File: src/rtl/fip_seq_div.sv
// Sequential signed Q(INT_BITS).(FRAC_BITS) divider, radix-2 restoring, one quotient bit per clock.
// Define FIP_DIV_SATURATE_EN to clamp overflowed quotients instead of wrapping them.
module fip_seq_div #(
  parameter int INT_BITS  = 16,
  parameter int FRAC_BITS = 16
) (
  input  logic                          clk,
  input  logic                          rst_n,
  input  logic                          in_valid,
  output logic                          in_ready,
  input  logic [INT_BITS+FRAC_BITS-1:0] dividend,
  input  logic [INT_BITS+FRAC_BITS-1:0] divisor,
  output logic                          out_valid,
  input  logic                          out_ready,
  output logic [INT_BITS+FRAC_BITS-1:0] quotient,
  output logic                          overflow,
  output logic                          underflow,
  output logic                          div_by_zero
);

  localparam int W  = INT_BITS + FRAC_BITS;
  localparam int N  = W + FRAC_BITS;
  localparam int CW = $clog2(N);

  localparam logic [N-1:0] QLIM = {{(N-W){1'b0}}, 1'b1, {(W-1){1'b0}}};
  localparam logic [W-1:0] MAXW = {1'b0, {(W-1){1'b1}}};
  localparam logic [W-1:0] MINW = {1'b1, {(W-1){1'b0}}};

  typedef enum logic [1:0] {IDLE, CALC, FIX, DONE} state_t;

  state_t        state;
  logic          sign;
  logic          dvd_neg;
  logic          dvd_nz;
  logic          dz;
  logic [N-1:0]  numer;
  logic [W-1:0]  denom;
  logic [W-1:0]  rem;
  logic [N-1:0]  q_mag;
  logic [CW-1:0] cnt;

  logic [W:0]    dvd_ext;
  logic [W:0]    dvs_ext;
  logic [W-1:0]  dvd_abs;
  logic [W-1:0]  dvs_abs;
  logic [W:0]    rem_sh;
  logic          rem_ge;
  logic          q_ovf;
  logic [W-1:0]  q_wrap;
  logic [W-1:0]  q_res;

  // Sign-extended negation keeps |-2^(W-1)| = 2^(W-1) exact; it still fits W unsigned bits.
  always_comb begin
    dvd_ext = {dividend[W-1], dividend};
    dvs_ext = {divisor[W-1], divisor};
    dvd_abs = dividend[W-1] ? W'(-dvd_ext) : dividend;
    dvs_abs = divisor[W-1]  ? W'(-dvs_ext) : divisor;
  end

  always_comb begin
    rem_sh = {rem, numer[N-1]};
    rem_ge = (rem_sh >= {1'b0, denom});
  end

  // The negative range reaches one step further than the positive one.
  always_comb begin
    q_ovf  = sign ? (q_mag > QLIM) : (q_mag >= QLIM);
    q_wrap = sign ? -q_mag[W-1:0] : q_mag[W-1:0];
`ifdef FIP_DIV_SATURATE_EN
    q_res  = q_ovf ? (sign ? MINW : MAXW) : q_wrap;
`else
    q_res  = q_wrap;
`endif
  end

  always_ff @(posedge clk or negedge rst_n) begin
    if (!rst_n) begin
      state       <= IDLE;
      sign        <= 1'b0;
      dvd_neg     <= 1'b0;
      dvd_nz      <= 1'b0;
      dz          <= 1'b0;
      numer       <= '0;
      denom       <= '0;
      rem         <= '0;
      q_mag       <= '0;
      cnt         <= '0;
      in_ready    <= 1'b1;
      out_valid   <= 1'b0;
      quotient    <= '0;
      overflow    <= 1'b0;
      underflow   <= 1'b0;
      div_by_zero <= 1'b0;
    end else begin
      case (state)
        IDLE: begin
          if (in_valid) begin
            sign     <= dividend[W-1] ^ divisor[W-1];
            dvd_neg  <= dividend[W-1];
            dvd_nz   <= (dividend != '0);
            dz       <= (divisor == '0);
            numer    <= {dvd_abs, {FRAC_BITS{1'b0}}};
            denom    <= dvs_abs;
            rem      <= '0;
            q_mag    <= '0;
            cnt      <= '0;
            in_ready <= 1'b0;
            state    <= (divisor == '0) ? FIX : CALC;
          end
        end
        CALC: begin
          numer <= numer << 1;
          rem   <= rem_ge ? W'(rem_sh - {1'b0, denom}) : rem_sh[W-1:0];
          q_mag <= {q_mag[N-2:0], rem_ge};
          cnt   <= cnt + 1'b1;
          if (cnt == CW'(N-1)) state <= FIX;
        end
        FIX: begin
          if (dz) begin
            quotient    <= dvd_nz ? (dvd_neg ? MINW : MAXW) : '0;
            overflow    <= 1'b0;
            underflow   <= 1'b0;
            div_by_zero <= 1'b1;
          end else begin
            quotient    <= q_res;
            overflow    <= q_ovf;
            underflow   <= dvd_nz && (q_mag == '0);
            div_by_zero <= 1'b0;
          end
          out_valid <= 1'b1;
          state     <= DONE;
        end
        DONE: begin
          if (out_ready) begin
            out_valid <= 1'b0;
            in_ready  <= 1'b1;
            state     <= IDLE;
          end
        end
        default: state <= IDLE;
      endcase
    end
  end

endmodule

File: config.mk
export PLATFORM = sky130hd
export DESIGN_NAME = fip_seq_div
export DESIGN_NICKNAME = d
export VERILOG_FILES = /design/src/rtl/fip_seq_div.sv
export SDC_FILE = /design/constraint.sdc
export NUM_CORES = 1
export LEC_CHECK = 0
export ABC_CLOCK_PERIOD_IN_PS = 4000
export BUFFER_PORTS_ARGS = -buffer_cell sky130_fd_sc_hd__buf_4
export CAP_MARGIN = 20
export CELL_PAD_IN_SITES_DETAIL_PLACEMENT = 1
export CELL_PAD_IN_SITES_GLOBAL_PLACEMENT = 1
export CORE_UTILIZATION = 45
export DETAILED_ROUTE_END_ITERATION = 7
export GPL_ROUTABILITY_DRIVEN = 0
export PLACE_DENSITY = 0.87
export RECOVER_POWER = 100
export SLEW_MARGIN = 20
export SYNTH_ARGS = -nofsm -noshare
export SYNTH_HDL_FRONTEND = slang
export SYNTH_SLANG_ARGS = --single-unit
File: constraint.sdc
create_clock -name clk -period 4 [get_ports clk]
set_input_delay 0.2 -clock clk [delete_from_list [all_inputs] [get_ports clk]]
set_output_delay 0.2 -clock clk [all_outputs]
set_load 0.03 [all_outputs]
==> out/results.tsv <==
metric	value	unit
drv_slew	192	
drive_gt1_share	10.2	%
required	4340	ps
syn_to_final_growth	12.6	%
cellPowerDensity	886	nW/um2
cts_tree	yes	
fin_crit_sh	87.8	%
hp-class	primary input to register	
fin_skew	17.6	ps
hold_violations	0	
grt_pass1_vias	10400	
p_seq_share	27.2	%
grt_max_degree	102	
track_usage	25.5	%
drt-wirelength-per-cell	19.1	um
start_util	46.1	%
antenna_cells_inserted	0	
violations	capacitance limit, slew limit	
max_slew_margin	-75.6	%
worstPathArrival	3860	ps
p_switching	5.62	mW
outcome	finished with violations	
drt_iter0_drc	679	
timing.setup.tns	0	ps
viasPerCell	5.89	
critPathLaunchType	register	
clock-sinks	193	
ios	105	
period_needed	3510	ps
drt_wl_total	32300	um
cts_root_buf	clkbuf_16	
io_buffer_count	104	
fin_total_pwr	11.6	mW
ys_seq_area_share	41.5	%
synth-main-ff-cell	dfrtp_1	
avgSynthCellArea	9.03	um2
die_w	163	um
timing.fmax	0.285	GHz
p_int	5.99	mW
final_cell_mix	dfrtp_1 (191), nand2_1 (150), o21ai_0 (124), nor2_1 (95), xor2_1 (87)	
netlist_instances	1289	
synth_edf_count	0	
ir_drop	0.388	mV
criticalPathCategory	register to register	
drtPass1Iterations	5	
synthArstFlopShare	100	%
endpoint_kind	register	
layout_commonest_cell	dfrtp_1	
antenna_found_initial	0	
numCtsBuffers	17	
nets	1460	
ys_warn_count	0	
dpl.hpwl	22000	um
num_rows	58	
post_cts_resized	0	
synth-seq-cells	193	
core	25300	um2
tightestPinTransition	2630	ps
clk-insertion-delay-late	450	ps
cts_max_level	4	
gr-total-overflow	0	
grt_pass1_wl	54300	um
path_clk_slew	80	ps
rsz0062_at_grt	no	
drc	0	
switching_share	48.4	%
clock_path_buffers	2	
max_cap_viol_count	3	
vias	9978	
die-area	26500	um2
synthDistinctLibCells	68	
p_leak	5.98	nW
syn_area	11600	um2
ant_nets	0	
p_clk_share	15.4	%
syn-num-nets	1398	
path_max_fanout	13	
cts_setup_buffers	0	
setup_viol	0	
die_height	163	um
comb_power_share	57.4	%
[stage by stage]
step	utilization [%]	hold WS [ps]	instance area (um2)	setup WS, ps	std cells
2_1_floorplan	-	-95.6	11600	1160	1289
3_3_place_gp	50.2	355	12700	766	1659
3_5_place_dp	50.2	358	12700	644	1659
4_1_cts	52.7	23.4	13300	551	1693
5_1_grt	51.9	26.7	13100	169	1694
6_report	51.9	30.8	13100	489	1694
[cell families after synthesis]
logic type      Yosys count  synth area share (%)
compound gates          410                  23.6
simple gates            367                  15.2
flops                   193                  41.5
buf+inv                 139                  4.54
xor+xnor                115                  8.65
fa+ha+maj                41                  4.47
mux                      24                  2.10
[final timing paths]
check                                               from                  endpoint  slack, ps  depth (start not counted)
worst max-delay path                  rem[5]$_DFFE_PN0P_       rem[24]$_DFFE_PN0P_        490                         10
worst min register to register  quotient[30]$_DFFE_PN0P_  quotient[30]$_DFFE_PN0P_        480                          1
min in group asynchronous                          rst_n     denom[27]$_DFFE_PN0P_       1090                          2
worst min-delay path                         dividend[0]     numer[16]$_DFFE_PN0P_         30                          2
max in group asynchronous                          rst_n      denom[3]$_DFFE_PN0P_        950                          3
worst max register to register        rem[5]$_DFFE_PN0P_       rem[24]$_DFFE_PN0P_        490                         10
[final cells by class]
| type | count | area [um2] |
|---|---|---|
| clock buffers | 17 | 425 |
| clock inverters | 15 | 194 |
| fillers | 2935 | 12100 |
| inverters | 63 | 236 |
| multi-input cells | 957 | 6260 |
| flip-flops and latches | 193 | 4830 |
| well taps | 330 | 413 |
| repair buffers | 119 | 744 |
[power groups by stage]
stage	combinational, mW	sequential, mW	clock (mW)
2_1_floorplan	4.70	3.35	0
5_1_grt	7.37	3.25	1.89
4_1_cts	6.86	3.16	1.81
6_report	6.67	3.16	1.78
3_3_place_gp	6.42	3.13	0
3_5_place_dp	6.72	3.18	0
[layer usage]
layer | routed length [um] | GRT usage, %
met4 | 718 | 7.94
met3 | 870 | 3.11
met1 | 14600 | 33.3
met2 | 16100 | 43.9
met5 | 0 | 0
[synthesized netlist by cell type (all sizes together), types with 11 or more instances]
cell type  count  area [um2]
ha            40         500
or3           15        98.8
mux2i         21         210
or4           12         113
a22o          51         447
o21a          11        82.6
xnor2         28         245
dfrtp        192        4800
o21ai        138         691
buf           21        86.3
a21o          12        90.1
a21oi         69         345
o31ai         29         241
nor3          15        90.1
nand2b        12        75.1
xor2          87         762
nor2          95         357
nand2        150         563
nor4          11        96.3
o41ai         17         171
inv           63         236
nand4         11        68.8
o211ai        13        97.6
o22a          19         166
nand3         16        80.1
clkbuf        55         206
[critical path: stages (launching register included)]
cell	delay, ps
dfrtp_1	410
ha_1	440
a21oi_1	130
o21ai_0	250
a21o_1	120
a31oi_1	100
o311a_1	510
o31ai_4	270
clkbuf_1	480
nand2_1	430
o21ai_1	280
[sequential cells by signal, summed over array words and instances, names as in the netlist, 2 cells and up]
name      cells
denom        32
q_mag        48
state         2
numer        32
rem          32
quotient     32
cnt           6
[timing repair]
item,CTS,global route
endpoints found under the hold margin,99,0
endpoints found under the setup margin,0,0
hold buffers,2,0
No activity file was read; power rests on OpenSTA's default activity.
